**src/rtl/mux_chain_pkg.sv**
```systemverilog
// +----------------------------------------------------------------------+
// | mux_chain_pkg : shared mode encodings and select-width helper        |
// | Rev 1.0                                                              |
// +----------------------------------------------------------------------+
`default_nettype none

package mux_chain_pkg;

  localparam logic MODE_MANUAL = 1'b0;
  localparam logic MODE_SCAN   = 1'b1;

  // Width needed to index n items, never less than one bit.
  function automatic int clog2_min1(input int n);
    return (n <= 2) ? 1 : $clog2(n);
  endfunction

endpackage

`default_nettype wire

```
**src/rtl/mux_sel_ctrl.sv**
```systemverilog
// +----------------------------------------------------------------------+
// | mux_sel_ctrl : shared select register with manual load, dwell-timed  |
// | scan advance, wrap pulse and sticky out-of-range flag. Rev 1.0       |
// +----------------------------------------------------------------------+
`default_nettype none

module mux_sel_ctrl
  import mux_chain_pkg::*;
#(
  parameter int NIN   = 2,
  parameter int DWELL = 4,
  parameter int SW    = 1
) (
  input  logic          clk_i,
  input  logic          rst_n_i,
  input  logic          mode_i,
  input  logic [SW-1:0] sel_i,
  input  logic          sel_load_i,
  output logic [SW-1:0] sel_o,
  output logic          wrap_o,
  output logic          sel_err_o
);

  localparam int            CW       = clog2_min1(DWELL);
  localparam logic [SW:0]   NIN_V    = (SW+1)'(NIN);
  localparam logic [SW-1:0] SEL_LAST = SW'(NIN - 1);
  localparam logic [CW-1:0] CNT_LAST = CW'(DWELL - 1);

  logic [SW-1:0] sel_q, sel_d;
  logic [CW-1:0] cnt_q, cnt_d;
  logic          wrap_q, wrap_d;
  logic          err_q, err_d;
  logic          load_ok;

  assign load_ok = sel_load_i && ({1'b0, sel_i} < NIN_V);

  always_comb begin
    sel_d  = sel_q;
    cnt_d  = cnt_q;
    wrap_d = 1'b0;
    err_d  = err_q;
    if (load_ok) begin
      sel_d = sel_i;
      cnt_d = '0;
    end else begin
      // A rejected load must not disturb the dwell timing.
      if (sel_load_i) begin
        err_d = 1'b1;
      end
      if (mode_i == MODE_SCAN) begin
        if (cnt_q == CNT_LAST) begin
          cnt_d = '0;
          if (sel_q == SEL_LAST) begin
            sel_d  = '0;
            wrap_d = 1'b1;
          end else begin
            sel_d = sel_q + SW'(1);
          end
        end else begin
          cnt_d = cnt_q + CW'(1);
        end
      end else begin
        cnt_d = '0;
      end
    end
  end

  always_ff @(posedge clk_i or negedge rst_n_i) begin
    if (!rst_n_i) begin
      sel_q  <= '0;
      cnt_q  <= '0;
      wrap_q <= 1'b0;
      err_q  <= 1'b0;
    end else begin
      sel_q  <= sel_d;
      cnt_q  <= cnt_d;
      wrap_q <= wrap_d;
      err_q  <= err_d;
    end
  end

  assign sel_o     = sel_q;
  assign wrap_o    = wrap_q;
  assign sel_err_o = err_q;

endmodule

`default_nettype wire

```
**src/rtl/mux_chain_sel_seq.sv**
```systemverilog
// +----------------------------------------------------------------------+
// | mux_chain_sel_seq : CH registered NIN:1 muxes sharing one select     |
// | driven by mux_sel_ctrl. Rev 1.0                                      |
// +----------------------------------------------------------------------+
`default_nettype none

module mux_chain_sel_seq
  import mux_chain_pkg::*;
#(
  parameter int CH    = 2,
  parameter int NIN   = 2,
  parameter int W     = 1,
  parameter int DWELL = 4,
  localparam int SW   = clog2_min1(NIN)
) (
  input  logic                clk_in,
  input  logic                rst_n_in,
  input  logic [CH*NIN*W-1:0] data_in,
  input  logic                en_in,
  input  logic                mode_in,
  input  logic [SW-1:0]       sel_in,
  input  logic                sel_load_in,
  output logic [CH*W-1:0]     y_out,
  output logic                valid_out,
  output logic [SW-1:0]       sel_out,
  output logic                wrap_out,
  output logic                sel_err_out
);

  logic [SW-1:0]   sel_q;
  logic [CH*W-1:0] y_d, y_q;
  logic            valid_q;

  mux_sel_ctrl #(
    .NIN   (NIN),
    .DWELL (DWELL),
    .SW    (SW)
  ) u_sel_ctrl (
    .clk_i      (clk_in),
    .rst_n_i    (rst_n_in),
    .mode_i     (mode_in),
    .sel_i      (sel_in),
    .sel_load_i (sel_load_in),
    .sel_o      (sel_q),
    .wrap_o     (wrap_out),
    .sel_err_o  (sel_err_out)
  );

  // Muxes use the select as it stands before the edge, so a load shows up
  // in the data one cycle after it shows up on sel_out.
  for (genvar c = 0; c < CH; c++) begin : g_ch
    logic [W-1:0] ch_mux;
    always_comb begin
      ch_mux = '0;
      for (int i = 0; i < NIN; i++) begin
        if (sel_q == SW'(i)) begin
          ch_mux = data_in[((c*NIN)+i)*W +: W];
        end
      end
    end
    assign y_d[c*W +: W] = ch_mux;
  end

  always_ff @(posedge clk_in or negedge rst_n_in) begin
    if (!rst_n_in) begin
      y_q     <= '0;
      valid_q <= 1'b0;
    end else begin
      valid_q <= en_in;
      if (en_in) begin
        y_q <= y_d;
      end
    end
  end

  assign y_out     = y_q;
  assign valid_out = valid_q;
  assign sel_out   = sel_q;

endmodule

`default_nettype wire

```
**config.mk**
```make
export PLATFORM = sky130hd
export DESIGN_NAME = mux_chain_sel_seq
export DESIGN_NICKNAME = d
export VERILOG_FILES = /design/src/rtl/mux_chain_pkg.sv /design/src/rtl/mux_sel_ctrl.sv /design/src/rtl/mux_chain_sel_seq.sv
export SDC_FILE = /design/constraint.sdc
export NUM_CORES = 1
export LEC_CHECK = 0
export ABC_AREA = 0
export CORE_AREA = 2 2 39 41
export CTS_BUF_LIST = sky130_fd_sc_hd__clkbuf_2 sky130_fd_sc_hd__clkbuf_4 sky130_fd_sc_hd__clkbuf_8
export CTS_CLUSTER_SIZE = 25
export DETAILED_ROUTE_END_ITERATION = 12
export DIE_AREA = 0 0 41 43
export GPL_TIMING_DRIVEN = 0
export PLACE_DENSITY = 0.49
export SYNTH_ARGS = -nofsm -noshare
export SYNTH_HDL_FRONTEND = slang
export SYNTH_SLANG_ARGS = --single-unit
```
**constraint.sdc**
```tcl
create_clock -name clk_in -period 1.95 [get_ports clk_in]
set_clock_uncertainty 0.2 [all_clocks]
set_input_delay 0.2925 -clock clk_in [delete_from_list [all_inputs] [get_ports clk_in]]
set_output_delay 0.2925 -clock clk_in [all_outputs]
set_load 0.1 [all_outputs]
```
* Word-level counts from Yosys, hierarchy flattened
Index checks and enable logic that the tools add are counted.
Word-level totals: flip-flop bits (word level) 7, latch bits 0, memory bits (writable) 0, ROM bits 0, bits of input ports 10, output and inout port bits 6, logic and storage cells 24, memories kept 0
Operators by class: $add $sub $neg 2, multiply operators 0, div/mod/pow operators 0, magnitude comparators 0, equality and inequality tests 1, shift operators 0, multiplexer cells 13, bitwise gates (word level) 0, reduce and logical (&&, ||, !) cells 3
Operators with widths (count):
- $mux W1 | 10
- $mux W2 | 3
- $reduce_bool A2 Y1 | 2
- $add A2 B1 Y2 const B | 1
- $eq A2 B2 Y1 const B | 1
- $reduce_and A2 Y1 | 1
- $add A1 B1 Y1 const B | 1

* Logic depth before layout (Yosys ltp)
word-level depth 5, depth in mapped cells 3, depth with buffers taken out 3

* Modules after synthesis
Synthesis repeated with hierarchy kept, for this count alone.
Unflattened totals: cells, all modules 23, area, all modules 299.0 um^2
By module, submodules not included:
- mux_sel_ctrl | times used 1, cells an instance 14, area an instance 186.4 um^2, seq. area each 100.1 um^2
- mux_chain_sel_seq | times used 1, cells an instance 9, area an instance 112.6 um^2, seq. area each 75.1 um^2

* Worst setup path before layout
OpenSTA, ideal clock, no wires.
kind flip-flop to flip-flop, from register u_sel_ctrl.sel_q (netlist: u_sel_ctrl.sel_o), to register u_sel_ctrl.sel_q (netlist: u_sel_ctrl.sel_o), library setup time 126 ps, arrival time 1505 ps, required time 1624 ps, setup slack 119 ps, cell stages (with the launch flop) 3, path buffers 0, period minus slack after synthesis 1831 ps, path through dfrtp_1 > and4bb_1 > a221o_1
Between the ends: cells in the longest elaborated chain, start to end 5
RTL lines:
- start, declared | RTL line mux_sel_ctrl.sv:29 | logic [SW-1:0] sel_q, sel_d;
- start signal, assigned | RTL line mux_sel_ctrl.sv:75 | sel_q <= sel_d;
- $add A1 B1 Y1 | RTL line mux_sel_ctrl.sv:57 | sel_d = sel_q + SW'(1);
- $mux W1 (*) | RTL line mux_sel_ctrl.sv:53 | if (sel_q == SEL_LAST) begin
- $mux W1 (*) | RTL line mux_sel_ctrl.sv:51 | if (cnt_q == CNT_LAST) begin
- $mux W1 (*) | RTL line mux_sel_ctrl.sv:50 | if (mode_i == MODE_SCAN) begin
- $mux W1 (*) | RTL line mux_sel_ctrl.sv:42 | if (load_ok) begin
Mark *: on every way between the ends. The rest lies on a longest branch, timed or not. The select of a mux whose other input is x is not followed. A chain may end at the register's enable or synchronous reset.

* Worst setup path in the final report
from register u_sel_ctrl.wrap_q (netlist: u_sel_ctrl.wrap_o), to output port wrap_out
RTL lines:
- start, declared | RTL line mux_sel_ctrl.sv:31 | logic wrap_q, wrap_d;
- start signal, assigned | RTL line mux_sel_ctrl.sv:77 | wrap_q <= wrap_d;
- end, declared | RTL line mux_chain_sel_seq.sv:26 | output logic wrap_out,
No word-level cell between the ends.

==> impl_metrics.csv <==
group,metric,value,unit
synth,synth_commonest_cells,"dfrtp_1, a21oi_1, mux2i_1, nor2_1",
drt,drtIter0Drc,1,
synth,synth_edf_count,0,
sta,grt_setup_unrepaired,"no",
synth,synth_nets,34,
setup_path,endpoint_kind,"output port",
placement,gp_congestion,0.6809,
synth,synth_area,297.8,um^2
floorplanning,die_height,43,um
layout,antenna-diode-count,0,
floorplanning,pin_count,16,
power,p_per_area,895.1,nW/um^2
clock_tree,clock_latency,0.25,ns
power,power.total,0.4245,mW
synth,yosysMostFrequentCell,"dfrtp_1",
synth,synth_top_area_share,58.82,%
setup_path,crit_chain,"clkdlybuf4s15_1",
sta,finalCritPeriodShare,96.99,%
sta,timing.final.ws_setup,0.05871,ns
synth,yosys_warnings,0,
sta,worst_pin_slew,0.9615,ns
drt,wl_per_cell,11.56,um
setup_path,slowest_delay,0.82,ns
placement,dp_hpwl,532.4,um
setup_path,critical-path-top-delay-family,"buffers and inverters",
floorplanning,dieArea,1763,um^2
clock_tree,numCtsBuffers,3,
grt,overflow,0,
floorplanning,core_area,1384,um^2
setup_path,start_kind,"flip-flop",
clock_tree,cts_tree,"yes",
floorplanning,initial_core_util,21.52,%
floorplanning,row_count,14,
layout,nets,53,
drt,drc,0,
sta,final-max-slew-violation-count,0,
sta,setup_viol,0,
synth,yosys-top-cells-area,"dfrtp_1, mux2i_1, and4bb_1, ha_1, a21oi_1",
sta,finalHoldViolCount,0,
grt,grt_usage,9.929,%
sta,fin_tns_setup,0,ns
synth,synth_cell_types,14,
setup_path,crit_buf_inv,1,
floorplanning,fp.dieW,41,um
drt,drtPass1Iterations,2,
grt,grt_pass1_vias,267,
clock_tree,clkTransAtPathRegs,0.05,ns
layout,fillers,151,
synth,synth_ff_type,"dfrtp_1",
drt,finalWirelength,659,um
layout,multi_input_area,115.1,um^2
grt,grt_pass1_wl,1.035,mm
setup_path,critPathKind,"reg2out",
synth,synth_top_cell_by_area,"dfrtp_1",
placement,portBuffers,14,
setup_path,cp.required,1.46,ns
drt,viasPerCell,4.281,
power,power.leakage,0.2281,nW
clock_tree,ctsRootBufferMaster,"clkbuf_4",
outcome,status,"completed",
drt,drtAntennaViolNets,0,
drt,vias,244,
grt,grt_max_degree,8,
layout,drive_above_1_share,21.95,%
placement,post-place-ws,-0.1662,ns
layout,syn2layout_area_growth,59.24,%
grt,antenna_found_initial,0,
clock_tree,htree_levels,1,
clock_tree,clkSinkCount,7,
flow_run,cap_violations,0,
clock_tree,holdBufCountCts,0,
setup_path,arrival,1.40,ns
synth,async_reset_ff_share,100.0,%
synth,synth_seq_cells,7,
synth,ys_seq_area_share,58.82,%
layout,regArea,175.2,um^2
setup_path,crit_slowest_cell,"clkdlybuf4s15_1",
clock_tree,clockBufferDepth,2,
sta,relSlewSlack,36.15,%
power,irDropWorstVdd,0.2257,mV
synth,synth_cells,23,
worst_hold_path,hold_class,"in2async",
synth,avgSynthCellArea,12.95,um^2
sta,min_period,1.891,ns
sta,max_freq,528.7,MHz
setup_path,path_max_fanout,1,
==> what timing repair did <==
| item | in CTS | in global routing |
|---|---|---|
| resized for setup | 9 | 5 |
| hold endpoints to repair | 0 | 0 |
| setup endpoints to repair | 5 | 4 |
| buffers inserted | 0 | 0 |
==> through the flow <==
stage / cells / hold WS, ns / utilization, % / instance area, um^2
floorplan: 23 / -0.2031 / - / 297.8
global placement: 53 / 0.2331 / 33.09 / 457.9
detailed placement: 53 / 0.2595 / 33.09 / 457.9
CTS: 57 / 0.09117 / 35.17 / 486.7
global route: 57 / 0.1159 / 34.27 / 474.2
finish: 57 / 0.09121 / 34.27 / 474.2
==> final cells by class <==
type	instances	area share, %
Timing Repair Buffer	14	26.65
Multi-Input combinational cell	15	24.27
Clock buffer	4	6.332
Sequential cell	7	36.94
Buffer	1	1.583
Tap cell	16	4.222
==> sequential cells by signal (all words and copies together), names as in the netlist <==
| register | flops |
|---|---|
| valid_out | 1 |
| u_sel_ctrl.cnt_q | 2 |
| y_out | 2 |
| u_sel_ctrl.sel_o | 1 |
| u_sel_ctrl.wrap_o | 1 |
==> cells by family after synthesis <==
family                     share of synthesized area (%)
and+or+nand+nor                                    19.75
buffers and inverters                              2.522
adders and majority gates                          4.201
muxes                                              6.723
AOI/OAI and AO/OA                                  6.723
other                                              1.259
DFF                                                58.82
==> final timing paths <==
check / start / to / slack (ns) / cells past startpoint
worst max-delay path: u_sel_ctrl.wrap_o / wrap_out / 0.06 / 1
worst min-delay path: rst_n_in / valid_out / 0.09 / 1
worst max register to register: u_sel_ctrl.cnt_q[0] / u_sel_ctrl.sel_o / 0.54 / 3
worst min register to register: u_sel_ctrl.cnt_q[0] / u_sel_ctrl.cnt_q[0] / 0.26 / 1
max in group asynchronous: rst_n_in / y_out[0] / 1.23 / 1
min in group clk_in: u_sel_ctrl.cnt_q[0] / u_sel_ctrl.cnt_q[0] / 0.26 / 1
==> power by group <==
group          total, mW  internal [mW]  leakage, nW  switching, mW
registers          0.163          0.155       0.0869        0.00756
clock network      0.144         0.0919       0.0184         0.0526
logic              0.117         0.0334        0.123         0.0838
total              0.424          0.281        0.228          0.144
==> layer usage <==
layer  share of wire (%)  vias up  track usage (%)
met5                   0        -                0
met3                  15        3            4.712
met1                  38      104            8.278
met4                 4.6        0            10.00
li1                    -      118                -
met2                  43       19            15.31
==> cells in the final DEF (no fill, tap or decap) <==
master	synthesis	routed
a21oi_1	2	2
a221o_1	1	1
and2b_1	1	1
and3b_1	1	1
and4b_1	1	1
and4bb_1	1	1
buf_4	1	1
clkbuf_2	0	3
clkbuf_4	0	4
clkdlybuf4s15_1	0	1
clkdlybuf4s15_2	0	1
clkdlybuf4s50_1	0	9
conb_1	1	1
dfrtp_1	7	7
ha_1	1	1
mux2i_1	2	2
nand2_1	1	1
nor2_1	2	2
nor4b_1	1	1
==> worst reg2reg max path, delay by kind of cell (launching register included) <==
| kind | cells | cell delay (ns) |
|---|---|---|
| flops | 1 | 0.38 |
| compound gates | 1 | 0.25 |
| fa+ha+maj | 1 | 0.24 |
| simple gates | 1 | 0.21 |
Power figures use the tool's default switching activity.
